==> src/rtl/pong_pkg.sv <==
// Purpose: shared coordinate types, screen geometry and renderer state encoding.
// Latency: n/a (declarations only).
// Backpressure: n/a.
package pong_pkg;

  localparam int COORD_W = 10;

  typedef logic [COORD_W-1:0] coord_t;

  localparam coord_t H_ACTIVE = coord_t'(640);
  localparam coord_t V_ACTIVE = coord_t'(480);

  typedef enum logic {
    S_NOPOS = 1'b0,
    S_SHOW  = 1'b1
  } render_state_t;

endpackage

==> src/rtl/ball_hit_pipe.sv <==
// Purpose: 2-stage hit test of the scan position against the ball centre.
// Latency: 2 clk from hcount/vcount to ball_pix/ball_rgb.
// Backpressure: none; advances every clk.
//
// Ports: clk/rst (async active-low), hcount/vcount scan position,
// shadow_x/shadow_y ball centre, enable (a position is being shown),
// ball_pix/ball_rgb registered hit flag and colour.
module ball_hit_pipe
  import pong_pkg::*;
#(
  parameter int          RADIUS   = 4,
  parameter logic [11:0] BALL_RGB = 12'hFFF
) (
  input  logic        clk,
  input  logic        rst,
  input  coord_t      hcount,
  input  coord_t      vcount,
  input  coord_t      shadow_x,
  input  coord_t      shadow_y,
  input  logic        enable,
  output logic        ball_pix,
  output logic [11:0] ball_rgb
);

  // Sum width leaves headroom so the squared distance never wraps.
  localparam int SUM_W = 2*COORD_W + 3;
  localparam logic [SUM_W-1:0] R2 = SUM_W'(RADIUS*RADIUS);

  logic signed [COORD_W:0] dx_d, dy_d, dx_q, dy_q;
  logic                    act_d, act_q;

  assign dx_d  = $signed({1'b0, hcount}) - $signed({1'b0, shadow_x});
  assign dy_d  = $signed({1'b0, vcount}) - $signed({1'b0, shadow_y});
  // Off-screen pixels never light, so partially visible balls clip for free.
  assign act_d = enable && (hcount < H_ACTIVE) && (vcount < V_ACTIVE);

  always_ff @(posedge clk or negedge rst) begin
    if (!rst) begin
      dx_q  <= '0;
      dy_q  <= '0;
      act_q <= 1'b0;
    end else begin
      dx_q  <= dx_d;
      dy_q  <= dy_d;
      act_q <= act_d;
    end
  end

  logic signed [SUM_W-1:0] dx_e, dy_e, sq_sum;
  logic                    hit;

  assign dx_e   = dx_q;
  assign dy_e   = dy_q;
  assign sq_sum = dx_e*dx_e + dy_e*dy_e;
  assign hit    = act_q && ($unsigned(sq_sum) <= R2);

  always_ff @(posedge clk or negedge rst) begin
    if (!rst) begin
      ball_pix <= 1'b0;
      ball_rgb <= '0;
    end else begin
      ball_pix <= hit;
      ball_rgb <= hit ? BALL_RGB : 12'h000;
    end
  end

endmodule

==> src/rtl/ball_renderer.sv <==
// Purpose: capture ball position, latch it at the frame boundary, draw the ball.
// Latency: pos_ack/frame_tick 1 clk; ball_pix/ball_rgb 2 clk from scan counters.
// Backpressure: none; every pos_valid is accepted and acked, last write wins.
//
// Ports: clk/rst (async active-low), hcount/vcount scan counters,
// ball_x/ball_y/pos_valid position input, pos_ack capture pulse,
// frame_tick boundary pulse, ball_pix/ball_rgb pixel output.
module ball_renderer
  import pong_pkg::*;
#(
  parameter int          RADIUS   = 4,
  parameter logic [11:0] BALL_RGB = 12'hFFF
) (
  input  logic        clk,
  input  logic        rst,
  input  coord_t      hcount,
  input  coord_t      vcount,
  input  coord_t      ball_x,
  input  coord_t      ball_y,
  input  logic        pos_valid,
  output logic        pos_ack,
  output logic        frame_tick,
  output logic        ball_pix,
  output logic [11:0] ball_rgb
);

  render_state_t state;
  coord_t        pend_x, pend_y;
  coord_t        shadow_x, shadow_y;
  logic          pend_full;
  logic          boundary;

  // Boundary sits in vertical blank, so a shadow swap here never tears.
  assign boundary = (hcount == '0) && (vcount == V_ACTIVE);

  always_ff @(posedge clk or negedge rst) begin
    if (!rst) begin
      state      <= S_NOPOS;
      pend_x     <= '0;
      pend_y     <= '0;
      pend_full  <= 1'b0;
      shadow_x   <= '0;
      shadow_y   <= '0;
      pos_ack    <= 1'b0;
      frame_tick <= 1'b0;
    end else begin
      pos_ack    <= pos_valid;
      frame_tick <= boundary;

      // Shadow takes the pending value from before this cycle; a position
      // arriving on the boundary cycle itself waits for the next frame.
      if (boundary && pend_full) begin
        shadow_x  <= pend_x;
        shadow_y  <= pend_y;
        pend_full <= 1'b0;
      end

      if (pos_valid) begin
        pend_x    <= ball_x;
        pend_y    <= ball_y;
        pend_full <= 1'b1;
      end

      case (state)
        S_NOPOS: if (boundary && pend_full) state <= S_SHOW;
        S_SHOW:  state <= S_SHOW;
        default: state <= S_NOPOS;
      endcase
    end
  end

  ball_hit_pipe #(
    .RADIUS   (RADIUS),
    .BALL_RGB (BALL_RGB)
  ) u_hit (
    .clk      (clk),
    .rst      (rst),
    .hcount   (hcount),
    .vcount   (vcount),
    .shadow_x (shadow_x),
    .shadow_y (shadow_y),
    .enable   (state == S_SHOW),
    .ball_pix (ball_pix),
    .ball_rgb (ball_rgb)
  );

endmodule

==> config.mk <==
export PLATFORM = sky130hd
export DESIGN_NAME = ball_renderer
export DESIGN_NICKNAME = d
export VERILOG_FILES = /design/src/rtl/pong_pkg.sv /design/src/rtl/ball_hit_pipe.sv /design/src/rtl/ball_renderer.sv
export SDC_FILE = /design/constraint.sdc
export NUM_CORES = 1
export LEC_CHECK = 0
export ABC_AREA = 1
export CAP_MARGIN = 20
export CORE_ASPECT_RATIO = 1.25
export CORE_UTILIZATION = 39
export CTS_CLUSTER_DIAMETER = 100
export DETAILED_ROUTE_END_ITERATION = 16
export PLACE_DENSITY = 0.65
export SYNTH_ARGS = -nofsm -noshare
export SYNTH_HDL_FRONTEND = slang
export SYNTH_SLANG_ARGS = --single-unit
==> constraint.sdc <==
create_clock -name clk -period 16.6 [get_ports clk]
set_clock_uncertainty 0.05 [all_clocks]
set_input_delay 2.49 -clock clk [delete_from_list [all_inputs] [get_ports clk]]
set_output_delay 2.49 -clock clk [all_outputs]
set_load 0.005 [all_outputs]
Yosys cells after proc, flatten, opt, wreduce, memory -nomap -nowiden. Cells that the tools add are included.

Register bits: 80. Input bits: 43. Output and inout port bits: 15. Logic and storage cells: 35.

Add/subtract/negate cells: 3. $mul: 2. Magnitude comparators: 3. Equal/unequal tests: 1. Mux-type cells: 5. Bitwise operators: 1. Reduce and logical (&&, ||, !) cells: 7.

Operators with widths (number): $mul A11 B11 Y22 (2); $add A23 B23 Y23 (1); $le A23 B5 Y1 const B (1); $sub A10 B10 Y11 (2); $mux W12 (1); $eq A10 B9 Y1 const B (1); $logic_not A10 Y1 (1); $lt A10 B10 Y1 const B (1); $lt A10 B9 Y1 const B (1); $logic_and A1 B1 Y1 (5); $mux W1 (3); $pmux W1 S2 (1); $reduce_bool A2 Y1 (1); $not A1 Y1 (1).

Depth between registers and ports, before layout. Gate-level depths: netlist (run 1).

Depth after elaboration: 5. Depth in mapped cells: 36.

By module. From an unflattened synthesis (run 1), not the netlist that was laid out.

Cell total of the unflattened synthesis: 1431. Area total of the unflattened synthesis: 12497.0 um^2.

Modules (own cells, without submodules): ball_hit_pipe (instances 1, cells each 1215, area an instance 10612.7 um^2); ball_renderer (instances 1, cells each 216, area an instance 1884.3 um^2).

Least setup slack after synthesis (run 1). OpenSTA, ideal clock, no wires.

Path kind: reg-to-reg. From: reg u_hit.dy_q[2]. To: reg u_hit.ball_rgb[10]. Library setup time: 116 ps. Arrival: 5978 ps. Data required time: 16434 ps. Setup slack: 10456 ps. Cell stages (with the launch flop): 30. Buffers on the path: 1. Period minus slack after synthesis: 6144 ps. Cells stage by stage: dfrtp_1 clkbuf_1 nand2_1 fa_1 inv_1 fa_1 inv_1 fa_1 inv_1 fa_1 inv_1 fa_1 inv_1 ha_1 a21oi_1 o21ai_0 a21oi_1 nand2_1 xor2_1 ha_1 inv_1 nor3_1 and2_1 nand3_1 nand3_1 nand2_1 nand2_1 nor2_1 nand3_1 nor2_1.

Cells in the longest elaborated chain, start to end: 5.

Ends and longest elaborated chain: from (decl) (RTL line ball_hit_pipe.sv:29) `logic signed [COORD_W:0] dx_d, dy_d, dx_q, dy_q;`; from (signal assigned) (RTL line ball_hit_pipe.sv:44) `dy_q <= dy_d;`; $mul A11 B11 Y22 (RTL line ball_hit_pipe.sv:54) `assign sq_sum = dx_e*dx_e + dy_e*dy_e;`; $add A23 B23 Y23 (RTL line ball_hit_pipe.sv:54); $le A23 B5 Y1 (RTL line ball_hit_pipe.sv:55) `assign hit = act_q && ($unsigned(sq_sum) <= R2);`; $logic_and A1 B1 Y1 (RTL line ball_hit_pipe.sv:55); via u_hit.hit (RTL line ball_hit_pipe.sv:50) `logic hit;`; $mux W12 (RTL line ball_hit_pipe.sv:63) `ball_rgb <= hit ? BALL_RGB : 12'h000;`; to (signal assigned) (RTL line ball_hit_pipe.sv:63); to (decl) (RTL line ball_hit_pipe.sv:22) `output logic [11:0] ball_rgb`.

The timed path passes the listed nets, and every way through them passes these cells. A chain may end at the register's enable or synchronous reset.

Worst setup path in the final report (run 1).
From: reg u_hit.dx_q[10]. To: reg u_hit.ball_rgb[10].

Cells in the longest elaborated chain, start to end: 5.

Ends and longest elaborated chain: from (decl) (RTL line ball_hit_pipe.sv:29); from (signal assigned) (RTL line ball_hit_pipe.sv:39) `dx_q <= '0;`; from (signal assigned) (RTL line ball_hit_pipe.sv:43) `dx_q <= dx_d;`; $mul A11 B11 Y22 (RTL line ball_hit_pipe.sv:54); $add A23 B23 Y23 (RTL line ball_hit_pipe.sv:54); $le A23 B5 Y1 (RTL line ball_hit_pipe.sv:55); $logic_and A1 B1 Y1 (RTL line ball_hit_pipe.sv:55); via u_hit.hit (RTL line ball_hit_pipe.sv:50); $mux W12 (RTL line ball_hit_pipe.sv:63).

The timed path passes the listed nets, and every way through them passes these cells.

==> metrics, run 1 <==
layout overhead on the synthesized area 9.18%; wire length of the first global-routing pass roughly 48,000 um; net count of the finished layout 2,043; Critical Path RT ~17,000 ps; final cycle utilization of the critical path 41.6%; kind of end point of the critical path flip-flop; H-Tree Depth 3; number of hold buffers added after cts 0; number of diodes added for antenna fixing 0; post-detailed-routing wire length between 20,000 and 30,000 um; ratio of routed vias to standard cells between 4 and 5; number of distinct library cells after synthesis 40; fraction of synthesis flops using an asynchronous set or reset pin 100%; initial standard-cell utilization of the core between 30% and 40%; pin count of the biggest net entering global routing 69; slew of the pin with the lowest slew margin approximately 1000 ps; clock transition time at the flip-flop clock pins of the worst setup and hold paths roughly 60 ps; cell area after synthesis ~13,000 um^2; drt first pass iters 13; Wirelength per Cell between 10 and 15 um; primary flip-flop cell chosen by synthesis mapping sky130_fd_sc_hd__dfrtp_1; violations in the final reports design-rule violations; Post-CTS Setup Inserts 0; outcome finished, violations left; number of antenna violations at the first check in global routing 0; Post-DRT Antenna Nets 0; full die area 34,500 um^2; horizontal extent of the die approximately 170 um; count of routing violations after the opening detailed-route iteration roughly 380; share of layout cells above drive strength 1 under 10%; Seq/Total Area, Yosys about an eighth; buffer type at the clock tree root sky130_fd_sc_hd__clkbuf_16; slowest CP cell sky130_fd_sc_hd__dfrtp_1; commonest non-fill, non-tap cell in the layout sky130_fd_sc_hd__inv_1; vertical die dimension 207 um; final weighted congestion of routability-driven global placement approximately 0.86; largest delay contributor family on the critical path adder cells; max capacitance violation total 0; core area approximately 33,000 um^2; total routing usage reported by global routing 17.1%; total I/O pin count a little under 60; routed vias around 10,000; post-detailed-placement half-perimeter wirelength about 23,000 um; Yosys top cell by area sky130_fd_sc_hd__fa_1; largest fanout on the critical path 14; Placement Rows 74; number of buffers added by the clock tree synthesis step 9; residual overflow from global routing 0; Max Root-Sink Buffers 2; top achievable clock speed 145 MHz; # clock sinks 68; TNS Setup 0 ps; count of endpoints failing hold in the final timing report 0; unrepaired setup endpoints after global routing false; CP arrival 7130 ps; Startpoint Class flip-flop; largest cells by area after synthesis sky130_fd_sc_hd__fa_1 (32%), sky130_fd_sc_hd__inv_1 (13%), sky130_fd_sc_hd__dfrtp_1 (13%); FILL cells 3,300; number of cells produced by synthesis about 1,600; area share of the largest cell type after synthesis a little under a third; critical path class reg -> reg; post-detailed-route DRC marker count 2; count of synthesis-stage warnings from yosys 0; flip-flop and latch count after synthesis 68; number of cells upsized or downsized after cts 0; Syn Area/Cell between 8 and 9 um^2; CP Buf/Inv Count 5; via count of the first global-routing pass 10,800; count of flip-flops with a built-in enable after synthesis 0; Port-buffer cells 57; top library cells by usage in the layout, fill and taps aside sky130_fd_sc_hd__inv_1 (460), sky130_fd_sc_hd__nand2_1 (302), sky130_fd_sc_hd__fa_1 (209); time the final worst path needs with I/O delays and setup 6910 ps; max-slew violation total from the final report 0; final-report setup violation count 0; clock tree from TritonCTS done; CP peak stage delay about 700 ps; class of the tightest hold or removal check reg -> reg; Worst-Skew Late Latency between 300 and 400 ps; Synthesized Nets ~2,000; normalized max-slew margin around a third
through the flow:
stage          util, %  area [um^2]  std cells  setup slack, ps  hold WS (ps)
6_report          43.6        14400       2083             9690           426
4_1_cts           43.6        14400       2083             9670           429
5_1_grt           43.6        14400       2083             9240           449
3_3_place_gp      42.7        14100       2067             9770           410
2_1_floorplan        -        13200       1630            10460           390
3_5_place_dp      42.7        14100       2067             9710           407
synth_stat cells (7+ instances only):
| master | instances |
|---|---|
| sky130_fd_sc_hd__inv_1 | 460 |
| sky130_fd_sc_hd__nand2_1 | 302 |
| sky130_fd_sc_hd__fa_1 | 209 |
| sky130_fd_sc_hd__ha_1 | 131 |
| sky130_fd_sc_hd__nor2_1 | 74 |
| sky130_fd_sc_hd__a21oi_1 | 73 |
| sky130_fd_sc_hd__dfrtp_1 | 68 |
| sky130_fd_sc_hd__xor2_1 | 53 |
| sky130_fd_sc_hd__nand3_1 | 41 |
| sky130_fd_sc_hd__o21ai_0 | 40 |
| sky130_fd_sc_hd__clkbuf_1 | 24 |
| sky130_fd_sc_hd__xnor2_1 | 23 |
| sky130_fd_sc_hd__mux2_2 | 18 |
| sky130_fd_sc_hd__buf_4 | 14 |
| sky130_fd_sc_hd__nand4_1 | 14 |
| sky130_fd_sc_hd__nand2_2 | 11 |
| sky130_fd_sc_hd__nor3_1 | 10 |
| sky130_fd_sc_hd__o21bai_1 | 9 |
| sky130_fd_sc_hd__or2_2 | 7 |
state kept, by name (all words and copies together), names as in the netlist:
| register | cells |
|---|---|
| u_hit.ball_rgb | 1 |
| u_hit.dx_q | 11 |
| u_hit.dy_q | 11 |
| pend_x | 10 |
| pos_ack | 1 |
| shadow_x | 10 |
| pend_full | 1 |
| frame_tick | 1 |
| shadow_y | 10 |
| pend_y | 10 |
| u_hit.act_q | 1 |
| state | 1 |
final timing paths:
check	start	endpoint	slack, ps	depth (start not counted)
min	pend_y[3]	shadow_y[3]	430	2
min reg2reg	pend_y[3]	shadow_y[3]	430	2
min in group asynchronous	rst	pend_x[6]	2300	2
max in group asynchronous	rst	u_hit.dy_q[2]	13620	2
max	u_hit.dx_q[10]	u_hit.ball_rgb[10]	9690	28
max reg2reg	u_hit.dx_q[10]	u_hit.ball_rgb[10]	9690	28
kinds of logic (layout without fill, tap and decap cells):
group | count (synthesis) | count (layout) | synth area share, %
buffers and inverters | 501 | 536 | 14.7
multiplexers | 18 | 18 | 1.54
flip-flops | 68 | 68 | 12.9
XOR/XNOR | 76 | 76 | 5.05
adder cells (fa/ha/maj) | 340 | 340 | 44.2
AND/OR/NAND/NOR | 476 | 476 | 15.1
AO/OA/AOI/OAI | 151 | 151 | 6.51
routing by layer:
metal	up-vias	track usage, %	wire, um
met5	-	0	0
li1	4902	-	-
met1	4922	19.5	10900
met4	0	5.46	735
met3	49	1.16	680
met2	195	33.4	15100
tightest hold or removal path: stages, from the launching register on:
cell,delay [ps]
sky130_fd_sc_hd__dfrtp_1,340
sky130_fd_sc_hd__nand2_1,50
sky130_fd_sc_hd__o21ai_0,60
cell type report:
| type | count | area, um^2 | share of cell area (%) |
|---|---|---|---|
| clock buffers | 9 | 225 | 1.57 |
| inverters | 461 | 1730 | 12.0 |
| well taps | 418 | 523 | 3.64 |
| multi-input cells | 1061 | 9540 | 66.3 |
| flip-flops and latches | 68 | 1700 | 11.8 |
| clock inverters | 7 | 80.1 | 0.557 |
| repair buffers | 59 | 581 | 4.04 |
Power of run 1 is left out: the tool's default activity adds up to more than one toggle a clock period on the data nets, which glitch-free logic cannot reach.
==> inputs of run 2 (changes only) <==
--- a/config.mk
+++ b/config.mk
@@ -11,7 +11,7 @@
 export CORE_UTILIZATION = 39
 export CTS_CLUSTER_DIAMETER = 100
 export DETAILED_ROUTE_END_ITERATION = 16
-export PLACE_DENSITY = 0.65
+export PLACE_DENSITY = 0.67
 export SYNTH_ARGS = -nofsm -noshare
 export SYNTH_HDL_FRONTEND = slang
 export SYNTH_SLANG_ARGS = --single-unit
==> constraint.sdc (replaced) <==
create_clock -name clk -period 5.85 [get_ports clk]
set_clock_uncertainty 0.05 [all_clocks]
set_input_delay 0.8775 -clock clk [delete_from_list [all_inputs] [get_ports clk]]
set_output_delay 0.8775 -clock clk [all_outputs]
set_load 0.005 [all_outputs]
==> metrics, run 2 (synthesized netlist as in run 1, its figures left out) <==
Setup Slack @ Placement -391 ps (-10,100 ps); max-slew violation total from the final report 0 (unchanged); Worst-Skew Late Latency 350 ps (+20 ps); biggest regs u_hit.dx_q (11), u_hit.dy_q (11); final weighted congestion of routability-driven global placement 0.888 (+3.5%); final-report setup violation count 1 (+1); # clock sinks 68 (unchanged); most frequent CP cell sky130_fd_sc_hd__fa_1; outcome finished, violations left; post-detailed-route DRC marker count 3 (+1); count of routing violations after the opening detailed-route iteration 384 (+2.4%); total I/O pin count 58 (unchanged); horizontal extent of the die 166 um (unchanged); full die area 34,500 um^2 (unchanged); Reg-to-Reg End u_hit.ball_rgb[10]; worst setup slack for register-to-register paths -290 ps (-9980 ps); CP arrival 6370 ps (-760 ps); unrepaired setup endpoints after global routing true; H-Tree Depth 3 (unchanged); tightest hold margin 426 ps (-0.254 ps); class of the tightest hold or removal check reg -> reg; worst hold path depth 1 (-1); pin count of the biggest net entering global routing 69 (unchanged); Startpoint Class flip-flop; CP peak stage delay 560 ps (-120 ps); vertical die dimension 207 um (unchanged); violations in the final reports design-rule violations, negative setup slack; drt first pass iters 13 (unchanged); initial standard-cell utilization of the core 40.0% (unchanged); via count of the first global-routing pass 12,200 (+13%); minimum setup slack in the final design -286 ps (-9980 ps); post-detailed-routing wire length 31,600 um (+15%); ratio of routed vias to standard cells 4.75 (-1.7%); first element of the critical path u_hit.dx_q[7]; number of buffers added by the clock tree synthesis step 9 (unchanged); start point of the worst hold path state; top library cells by usage in the layout, fill and taps aside sky130_fd_sc_hd__inv_1 (431), sky130_fd_sc_hd__nand2_1 (263), sky130_fd_sc_hd__buf_4 (221); critical path capture point u_hit.ball_rgb[10]; slowest CP cell sky130_fd_sc_hd__fa_1; FILL cells 3,029 (-8.2%); number of diodes added for antenna fixing 0 (unchanged); Critical Path RT 6080 ps (-10,740 ps); final cycle utilization of the critical path 105% (+63 points); clock tree from TritonCTS done; top achievable clock speed 163 MHz (+13%); critical path class reg -> reg; Post-DRT Antenna Nets 0 (unchanged); post-detailed-placement half-perimeter wirelength 26,000 um (+11%); net count of the finished layout 2,281 (+12%); Placement Rows 74 (unchanged); kind of end point of the critical path flip-flop; max capacitance violation total 0 (unchanged); normalized max-slew margin 32.7% (-0.72 points); routed vias 11,000 (+9.5%); count of endpoints failing hold in the final timing report 0 (unchanged); share of layout cells above drive strength 1 25.5% (+22 points); wire length of the first global-routing pass 54,300 um (+12%); Worst Reg2Reg Path Length in Cells 29 (+3.6%); total routing usage reported by global routing 19.3% (+2.2 points); clock transition time at the flip-flop clock pins of the worst setup and hold paths 60 ps (about the same); buffer type at the clock tree root sky130_fd_sc_hd__clkbuf_16; Wirelength per Cell 13.6 um (+3.5%); Crit Reg-Reg Startpoint u_hit.dx_q[7]; Max Root-Sink Buffers 2 (unchanged); layout overhead on the synthesized area 29.8%; number of antenna violations at the first check in global routing 0 (unchanged); residual overflow from global routing 0 (unchanged); commonest non-fill, non-tap cell in the layout sky130_fd_sc_hd__inv_1; time the final worst path needs with I/O delays and setup 6140 ps (-773 ps); core area 33,000 um^2 (unchanged); slew of the pin with the lowest slew margin 1010 ps (+10.8 ps); largest fanout on the critical path 7 (-7); Port-buffer cells 57 (unchanged)
[run 2: worst min-delay path by stage]
stage                     endpoint  slack [ps]
after global placement       state         400
final                        state         430
after detailed placement     state         410
after global routing         state         440
after floorplan              state         390
after CTS                    state         420
[run 2: final cells by class]
class	count	area (um^2)	share of cell area (%)
multi-input cells	1061	10400	60.8
flip-flops and latches	68	1720	10.1
repair buffers	297	2450	14.3
clock buffers	10	239	1.40
inverters	461	1740	10.1
clock inverters	6	38.8	0.227
well taps	418	523	3.06
[run 2: stage by stage]
stage               cells  instance area (um^2)  TNS, ps  utilization (%)
floorplan            1630                 13300        0                -
CTS                  2317                 16900     -105             51.1
global placement     2257                 15600     -335             47.2
detailed placement   2257                 15600     -391             47.2
global route         2321                 17100     -487             51.9
finish               2321                 17100     -286             51.9
[run 2: timing repair]
item,CTS,global route
pin swaps,131,59
gates cloned,1,0
gates resized for setup,177,38
endpoints found under the setup margin,1,1
setup buffers,43,5
hold buffers,0,0
[run 2: worst max-delay path, delay by kind of cell (launching register included)]
family	cells	cell delay, ps
xor gates and xnor gates	1	80
adders and majority gates	7	3130
buffers and inverters	8	810
DFF	1	460
and+or+nand+nor	13	1510
[run 2: routing by layer]
layer	GRT usage, %	vias to the layer above	wire, um
met1	21.0	5366	12100
met5	0	-	0
li1	-	5374	-
met2	38.5	216	17700
met3	1.66	67	797
met4	6.23	0	991
Power of run 2 is left out for the same reason.
